### config.mk
export PLATFORM = sky130hd
export DESIGN_NAME = sata_oob
export DESIGN_NICKNAME = d
export VERILOG_FILES = /design/src/rtl/sata_oob.sv
export SDC_FILE = /design/constraint.sdc
export NUM_CORES = 1
export LEC_CHECK = 0
export BUFFER_PORTS_ARGS = -buffer_cell sky130_fd_sc_hd__buf_2
export CORE_AREA = 4 4 80 82
export CTS_BUF_LIST = sky130_fd_sc_hd__clkbuf_16
export DETAILED_ROUTE_END_ITERATION = 7
export DIE_AREA = 0 0 84 86
export MAX_ROUTING_LAYER = met4
export PLACE_DENSITY = 0.65
export SYNTH_ARGS = -nofsm -noshare
export SYNTH_HDL_FRONTEND = slang
export SYNTH_SLANG_ARGS = --single-unit
### constraint.sdc
create_clock -name i_clk -period 4.4 [get_ports i_clk]
set_input_delay 0 -clock i_clk [delete_from_list [all_inputs] [get_ports i_clk]]
set_output_delay 0 -clock i_clk [all_outputs]
set_load 0.1 [all_outputs]
### src/rtl/sata_oob.sv
// Host SATA OOB sequencer: COMRESET/COMWAKE exchange, D10.2/ALIGN handshake, link-up; no backpressure.
// All outputs registered (1-cycle latency); optional o_debug status word when SATA_OOB_DEBUG_EN is defined.
module sata_oob #(
   parameter logic [19:0] COMINIT_TIMEOUT = 20'd750_000,
   parameter logic [16:0] ALIGN_TIMEOUT   = 17'd65_535,
   parameter logic [7:0]  CALIB_CYCLES    = 8'd100,
   parameter logic [3:0]  RETRY_LIMIT     = 4'd8
) (
   input  logic        i_clk,
   input  logic        i_reset,
   input  logic        i_phy_ready,
   output logic        o_tx_cominit,
   output logic        o_tx_comwake,
   input  logic        i_tx_comfinish,
   input  logic        i_rx_cominit,
   input  logic        i_rx_comwake,
   output logic        o_tx_elecidle,
   output logic [1:0]  o_tx_mode,
   input  logic        i_rx_valid,
   input  logic [31:0] i_rx_data,
   input  logic [3:0]  i_rx_ctrl,
   output logic        o_link_up,
`ifdef SATA_OOB_DEBUG_EN
   output logic [31:0] o_debug,
`endif
   output logic        o_err
);

   localparam logic [31:0] ALIGN_PRIM = 32'h7B4A_4ABC;

   typedef enum logic [3:0] {
      S_IDLE           = 4'd0,
      S_COMRESET       = 4'd1,
      S_WAIT_COMINIT   = 4'd2,
      S_WAIT_CINIT_END = 4'd3,
      S_CALIB          = 4'd4,
      S_COMWAKE        = 4'd5,
      S_WAIT_COMWAKE   = 4'd6,
      S_WAIT_WAKE_END  = 4'd7,
      S_SEND_D10       = 4'd8,
      S_SEND_ALIGN     = 4'd9,
      S_READY          = 4'd10,
      S_FAILED         = 4'd11
   } state_t;

   state_t      r_state;
   state_t      w_next;
   logic [19:0] r_cnt;
   logic [19:0] w_cnt_next;
   logic [3:0]  r_retry;
   logic [3:0]  w_retry_next;
   logic [3:0]  w_retry_inc;
   logic [1:0]  r_na_cnt;
   logic [1:0]  w_na_next;
   logic        w_align;
   logic        w_nonalign;
   logic        w_timeout;
   logic        w_retry_req;
   logic        w_tx_cominit;
   logic        w_tx_comwake;
   logic        w_tx_elecidle;
   logic [1:0]  w_tx_mode;
   logic        w_link_up;
   logic        w_err;

   assign w_align     = i_rx_valid && (i_rx_data == ALIGN_PRIM) && (i_rx_ctrl == 4'b0001);
   assign w_nonalign  = i_rx_valid && i_rx_ctrl[0] && !w_align;
   assign w_timeout   = (r_cnt == 20'd0);
   assign w_retry_inc = r_retry + 4'd1;

   always_comb begin
      w_next       = r_state;
      w_retry_next = r_retry;
      w_na_next    = r_na_cnt;
      w_retry_req  = 1'b0;

      // Advancing events are tested before the timeout so they win a tie.
      case (r_state)
         S_IDLE:           if (i_phy_ready) w_next = S_COMRESET;
         S_COMRESET:       if (i_tx_comfinish) w_next = S_WAIT_COMINIT;
         S_WAIT_COMINIT: begin
            if (i_rx_cominit)   w_next = S_WAIT_CINIT_END;
            else if (w_timeout) w_retry_req = 1'b1;
         end
         S_WAIT_CINIT_END: if (!i_rx_cominit) w_next = S_CALIB;
         S_CALIB:          if (w_timeout) w_next = S_COMWAKE;
         S_COMWAKE:        if (i_tx_comfinish) w_next = S_WAIT_COMWAKE;
         S_WAIT_COMWAKE: begin
            if (i_rx_comwake)   w_next = S_WAIT_WAKE_END;
            else if (w_timeout) w_retry_req = 1'b1;
         end
         S_WAIT_WAKE_END:  if (!i_rx_comwake) w_next = S_SEND_D10;
         S_SEND_D10: begin
            if (w_align) begin
               w_next    = S_SEND_ALIGN;
               w_na_next = 2'd0;
            end else if (w_timeout) begin
               w_retry_req = 1'b1;
            end
         end
         S_SEND_ALIGN: begin
            if (w_align) begin
               w_na_next = 2'd0;
            end else if (w_nonalign) begin
               if (r_na_cnt == 2'd2) w_next = S_READY;
               else                  w_na_next = r_na_cnt + 2'd1;
            end
         end
         S_READY: begin
            w_retry_next = 4'd0;
            if (i_rx_cominit) w_next = S_COMRESET;
         end
         S_FAILED:         w_next = S_FAILED;
         default:          w_next = S_IDLE;
      endcase

      if (w_retry_req) begin
         w_retry_next = w_retry_inc;
         w_next       = (w_retry_inc == RETRY_LIMIT) ? S_FAILED : S_COMRESET;
      end

      if (!i_phy_ready) begin
         w_next       = S_IDLE;
         w_retry_next = 4'd0;
         w_na_next    = 2'd0;
      end

      // One shared timer: reloaded on entry to a timed state, otherwise counts down to 0.
      w_cnt_next = (r_cnt != 20'd0) ? (r_cnt - 20'd1) : 20'd0;
      if (w_next != r_state) begin
         case (w_next)
            S_WAIT_COMINIT: w_cnt_next = COMINIT_TIMEOUT;
            S_CALIB:        w_cnt_next = {12'd0, CALIB_CYCLES};
            S_WAIT_COMWAKE: w_cnt_next = {3'd0, ALIGN_TIMEOUT};
            default:        w_cnt_next = w_cnt_next;
         endcase
      end

      w_tx_cominit  = (w_next == S_COMRESET) && (r_state != S_COMRESET);
      w_tx_comwake  = (w_next == S_COMWAKE) && (r_state != S_COMWAKE);
      w_tx_elecidle = !(w_next inside {S_SEND_D10, S_SEND_ALIGN, S_READY});
      w_link_up     = (w_next == S_READY);
      w_err         = (w_next == S_FAILED);
      case (w_next)
         S_SEND_D10:   w_tx_mode = 2'd1;
         S_SEND_ALIGN: w_tx_mode = 2'd2;
         S_READY:      w_tx_mode = 2'd3;
         default:      w_tx_mode = 2'd0;
      endcase
   end

   always_ff @(posedge i_clk) begin
      if (i_reset) begin
         r_state       <= S_IDLE;
         r_cnt         <= 20'd0;
         r_retry       <= 4'd0;
         r_na_cnt      <= 2'd0;
         o_tx_cominit  <= 1'b0;
         o_tx_comwake  <= 1'b0;
         o_tx_elecidle <= 1'b1;
         o_tx_mode     <= 2'd0;
         o_link_up     <= 1'b0;
         o_err         <= 1'b0;
      end else begin
         r_state       <= w_next;
         r_cnt         <= w_cnt_next;
         r_retry       <= w_retry_next;
         r_na_cnt      <= w_na_next;
         o_tx_cominit  <= w_tx_cominit;
         o_tx_comwake  <= w_tx_comwake;
         o_tx_elecidle <= w_tx_elecidle;
         o_tx_mode     <= w_tx_mode;
         o_link_up     <= w_link_up;
         o_err         <= w_err;
      end
   end

`ifdef SATA_OOB_DEBUG_EN
   always_ff @(posedge i_clk) begin
      if (i_reset) begin
         o_debug <= 32'd0;
      end else begin
         o_debug <= {w_cnt_next[17:0], w_err, w_link_up, i_rx_comwake, i_rx_cominit,
                     w_na_next, w_retry_next, w_next};
      end
   end
`endif

endmodule

==> flow_metrics.py <==
metrics = {
    "outcome": {
        "status": "complete, no violations",
    },
    "sta": {
        "fin_hold_ws_ns": 0.125,
        "fin_skew_ns": 0.00638,
        "finalCritPeriodShare_pct": 83.0,
        "worst_slack_ns": 0.748,
        "slew_headroom_pct": 50.3,
        "drv_slew": 0,
        "final.min_clock_period_ns": 3.65,
        "rsz0062_at_grt": "no",
        "tightest_slew_ns": 0.739,
        "hold_viol_final": 0,
        "fmax_ghz": 0.274,
        "setup_viol": 0,
        "setup-tns-final_ns": 0,
    },
    "power_and_ir_drop": {
        "leakagePower_nw": 1.03,
        "peakVddDrop_mv": 0.290,
        "power.total_mw": 1.35,
        "pwr_density_cell_nw_per_um2": 499,
    },
    "logic_synthesis": {
        "post_synth_num_cell_types": 55,
        "synth_edf_count": 0,
        "synth_area_um2": 2220,
        "ys_seq_area_share_pct": 33.4,
        "synthCells": 270,
        "ys.flop_type": "dfxtp_1",
        "synth-seq-cells": 37,
        "ys_async_sr_fraction_pct": 0,
        "syn_nets": 317,
        "ys_warn_count": 0,
        "syn_area_per_cell_um2": 8.22,
    },
    "finish": {
        "n_fill_cell": 589,
        "area_growth_pct": 21.5,
        "final_cell_mix": "buf_2, dfxtp_1, nor2_1",
        "final_layout_size_suffix_gt1_share_pct": 21.6,
        "nNetsFinal": 365,
        "final_common_cell": "buf_2",
        "final_util_pct": 46.9,
        "num_antenna_cells": 0,
    },
    "placement": {
        "hpwlAfterDp_mm": 4.36,
        "pre_cts_ws_ns": 0.826,
        "gp_congestion": 0.890,
        "port_buffers": 49,
    },
    "floorplanning": {
        "core.rowCount": 28,
        "die_h_um": 86,
        "dieArea_um2": 7220,
        "ios": 50,
        "core-area_um2": 5750,
        "die_x_um": 84,
        "initial_core_util_pct": 38.6,
    },
    "min_path": {
        "hp-class": "primary input to register",
        "min_from": "i_phy_ready",
        "hold_depth": 3,
        "whs_endpoint": "r_state[0]$_SDFF_PP0_",
    },
    "clock_tree": {
        "clockBufferDepth": 2,
        "path_clk_slew_ns": 0.06,
        "cts_tree": "built",
        "clock_sinks": 37,
        "cts_inserted_buffers": 5,
        "ctsHtreeMaxLevel": 2,
        "clkLatencyLatePin_ns": 0.28,
        "clockRootBuffer": "clkbuf_16",
        "post_cts_buffers": 0,
    },
    "worst_setup_path": {
        "r2r-start": "r_cnt[0]$_SDFF_PP0_",
        "arrival_ns": 3.78,
        "rr_worst_depth": 10,
        "cp.required_ns": 4.53,
        "ff2ff_setup_slack_ns": 0.75,
        "endpoint_kind": "register",
        "path_max_fanout": 7,
        "reg2reg_to": "r_cnt[12]$_SDFF_PP0_",
        "setup.worst_path.class": "register to register",
        "start_kind": "register",
    },
    "drt": {
        "ant_nets": 0,
        "dr_total_vias": 2147,
        "drc_errors": 0,
        "drt-wirelength-per-cell_um": 14.4,
        "dr.pass1.iters": 4,
        "wl_mm": 5.69,
        "drt-initial-drc-count": 139,
        "via_per_inst": 5.45,
    },
    "grt": {
        "grt_pass1_vias": 2204,
        "overflow": 0,
        "track_usage_pct": 17.5,
        "grt_pass1_wl_mm": 10.1,
        "grt_max_degree": 18,
        "antenna_found_initial": 0,
    },
    "flow_run": {
        "maxCapViolCount": 0,
    },
}
## worst max-delay path, stage by stage, from the launching register on
cell and delay [ns]:
dfxtp_1 0.32, inv_1 0.07, ha_1 0.21, or4b_4 0.49, or3_1 0.50, or4_4 0.58, o21a_1 0.22, o21ai_1 0.23
o211ai_4 0.15, o211ai_1 0.58, o31ai_1 0.16
## layer usage
layer	vias up	track usage, %	wire (µm)
met5	-	-	0
met4	0	7.46	153
met3	12	4.32	218
met2	43	29.8	2880
met1	987	19.7	2440
li1	1105	-	-
## kinds of logic (layout without fill, tap and decap cells)
logic type / Yosys count / after routing / synth area share, %
compound gates: 72 / 72 / 22.7
xor+xnor: 18 / 18 / 7.10
fa+ha+maj: 4 / 4 / 2.25
buf+inv: 19 / 68 / 3.66
flops: 37 / 37 / 33.4
mux: 1 / 1 / 0.451
simple gates: 119 / 119 / 30.4
## sequential cells by signal (all words and copies together), names as in the netlist
register and flops:
o_err 1, r_retry 4, r_na_cnt 2, o_tx_mode 2, o_tx_elecidle 1, o_link_up 1
o_tx_comwake 1, r_state 4, r_cnt 20, o_tx_cominit 1
## stage by stage
| step | area (µm²) | std cells |
|---|---|---|
| final | 2700 | 394 |
| after global routing | 2700 | 394 |
| after CTS | 2700 | 394 |
| after detailed placement | 2510 | 385 |
| after global placement | 2510 | 385 |
| after floorplan | 2220 | 270 |
## worst max-delay path by stage
stage                         from                   end  slack, ns  cells past startpoint
2_1_floorplan  r_cnt[0]$_SDFF_PP0_  r_cnt[15]$_SDFF_PP0_       1.09                     13
3_3_place_gp   r_cnt[0]$_SDFF_PP0_   r_cnt[6]$_SDFF_PP0_       0.88                     10
3_5_place_dp   r_cnt[0]$_SDFF_PP0_   r_cnt[6]$_SDFF_PP0_       0.83                     10
4_1_cts        r_cnt[0]$_SDFF_PP0_  r_cnt[12]$_SDFF_PP0_       0.80                     10
5_1_grt        r_cnt[0]$_SDFF_PP0_  r_cnt[14]$_SDFF_PP0_       0.54                     10
6_report       r_cnt[0]$_SDFF_PP0_  r_cnt[12]$_SDFF_PP0_       0.75                     10
## Yosys cell counts (all sizes together), types with 5 or more instances
| library cell | number | area [µm²] |
|---|---|---|
| inv | 10 | 37.5 |
| nand2 | 22 | 82.6 |
| nor3 | 11 | 55.1 |
| a21oi | 17 | 85.1 |
| o21a | 6 | 52.6 |
| clkbuf | 6 | 22.5 |
| nand3 | 5 | 25.0 |
| or3 | 8 | 50.1 |
| nor4 | 10 | 68.8 |
| dfxtp | 37 | 741 |
| nor2 | 25 | 96.4 |
| o21ai | 12 | 60.1 |
| xnor2 | 17 | 149 |
| o31ai | 15 | 113 |
## power breakdown
part / internal, mW / switching [mW] / total (mW) / leakage (nW)
sequential: 0.405 / 0.0657 / 0.471 / 0.301
combinational: 0.226 / 0.238 / 0.464 / 0.645
clock: 0.268 / 0.143 / 0.411 / 0.0800
total: 0.899 / 0.446 / 1.35 / 1.03
## cell type report
class                   count  area, µm²  share of cell area (%)
inverters                  10       37.5                    1.39
clock buffers               5        125                    4.64
flip-flops and latches     37        741                    27.5
well taps                  75       93.8                    3.48
multi-input cells         214       1400                    51.8
clock inverters             3       46.3                    1.72
repair buffers             50        255                    9.47
## what timing repair did
action	CTS	global route
hold endpoints to repair	2	0
hold buffers	1	0
gates resized for setup	0	0
Note: power is estimated with default switching activity, not from simulation.
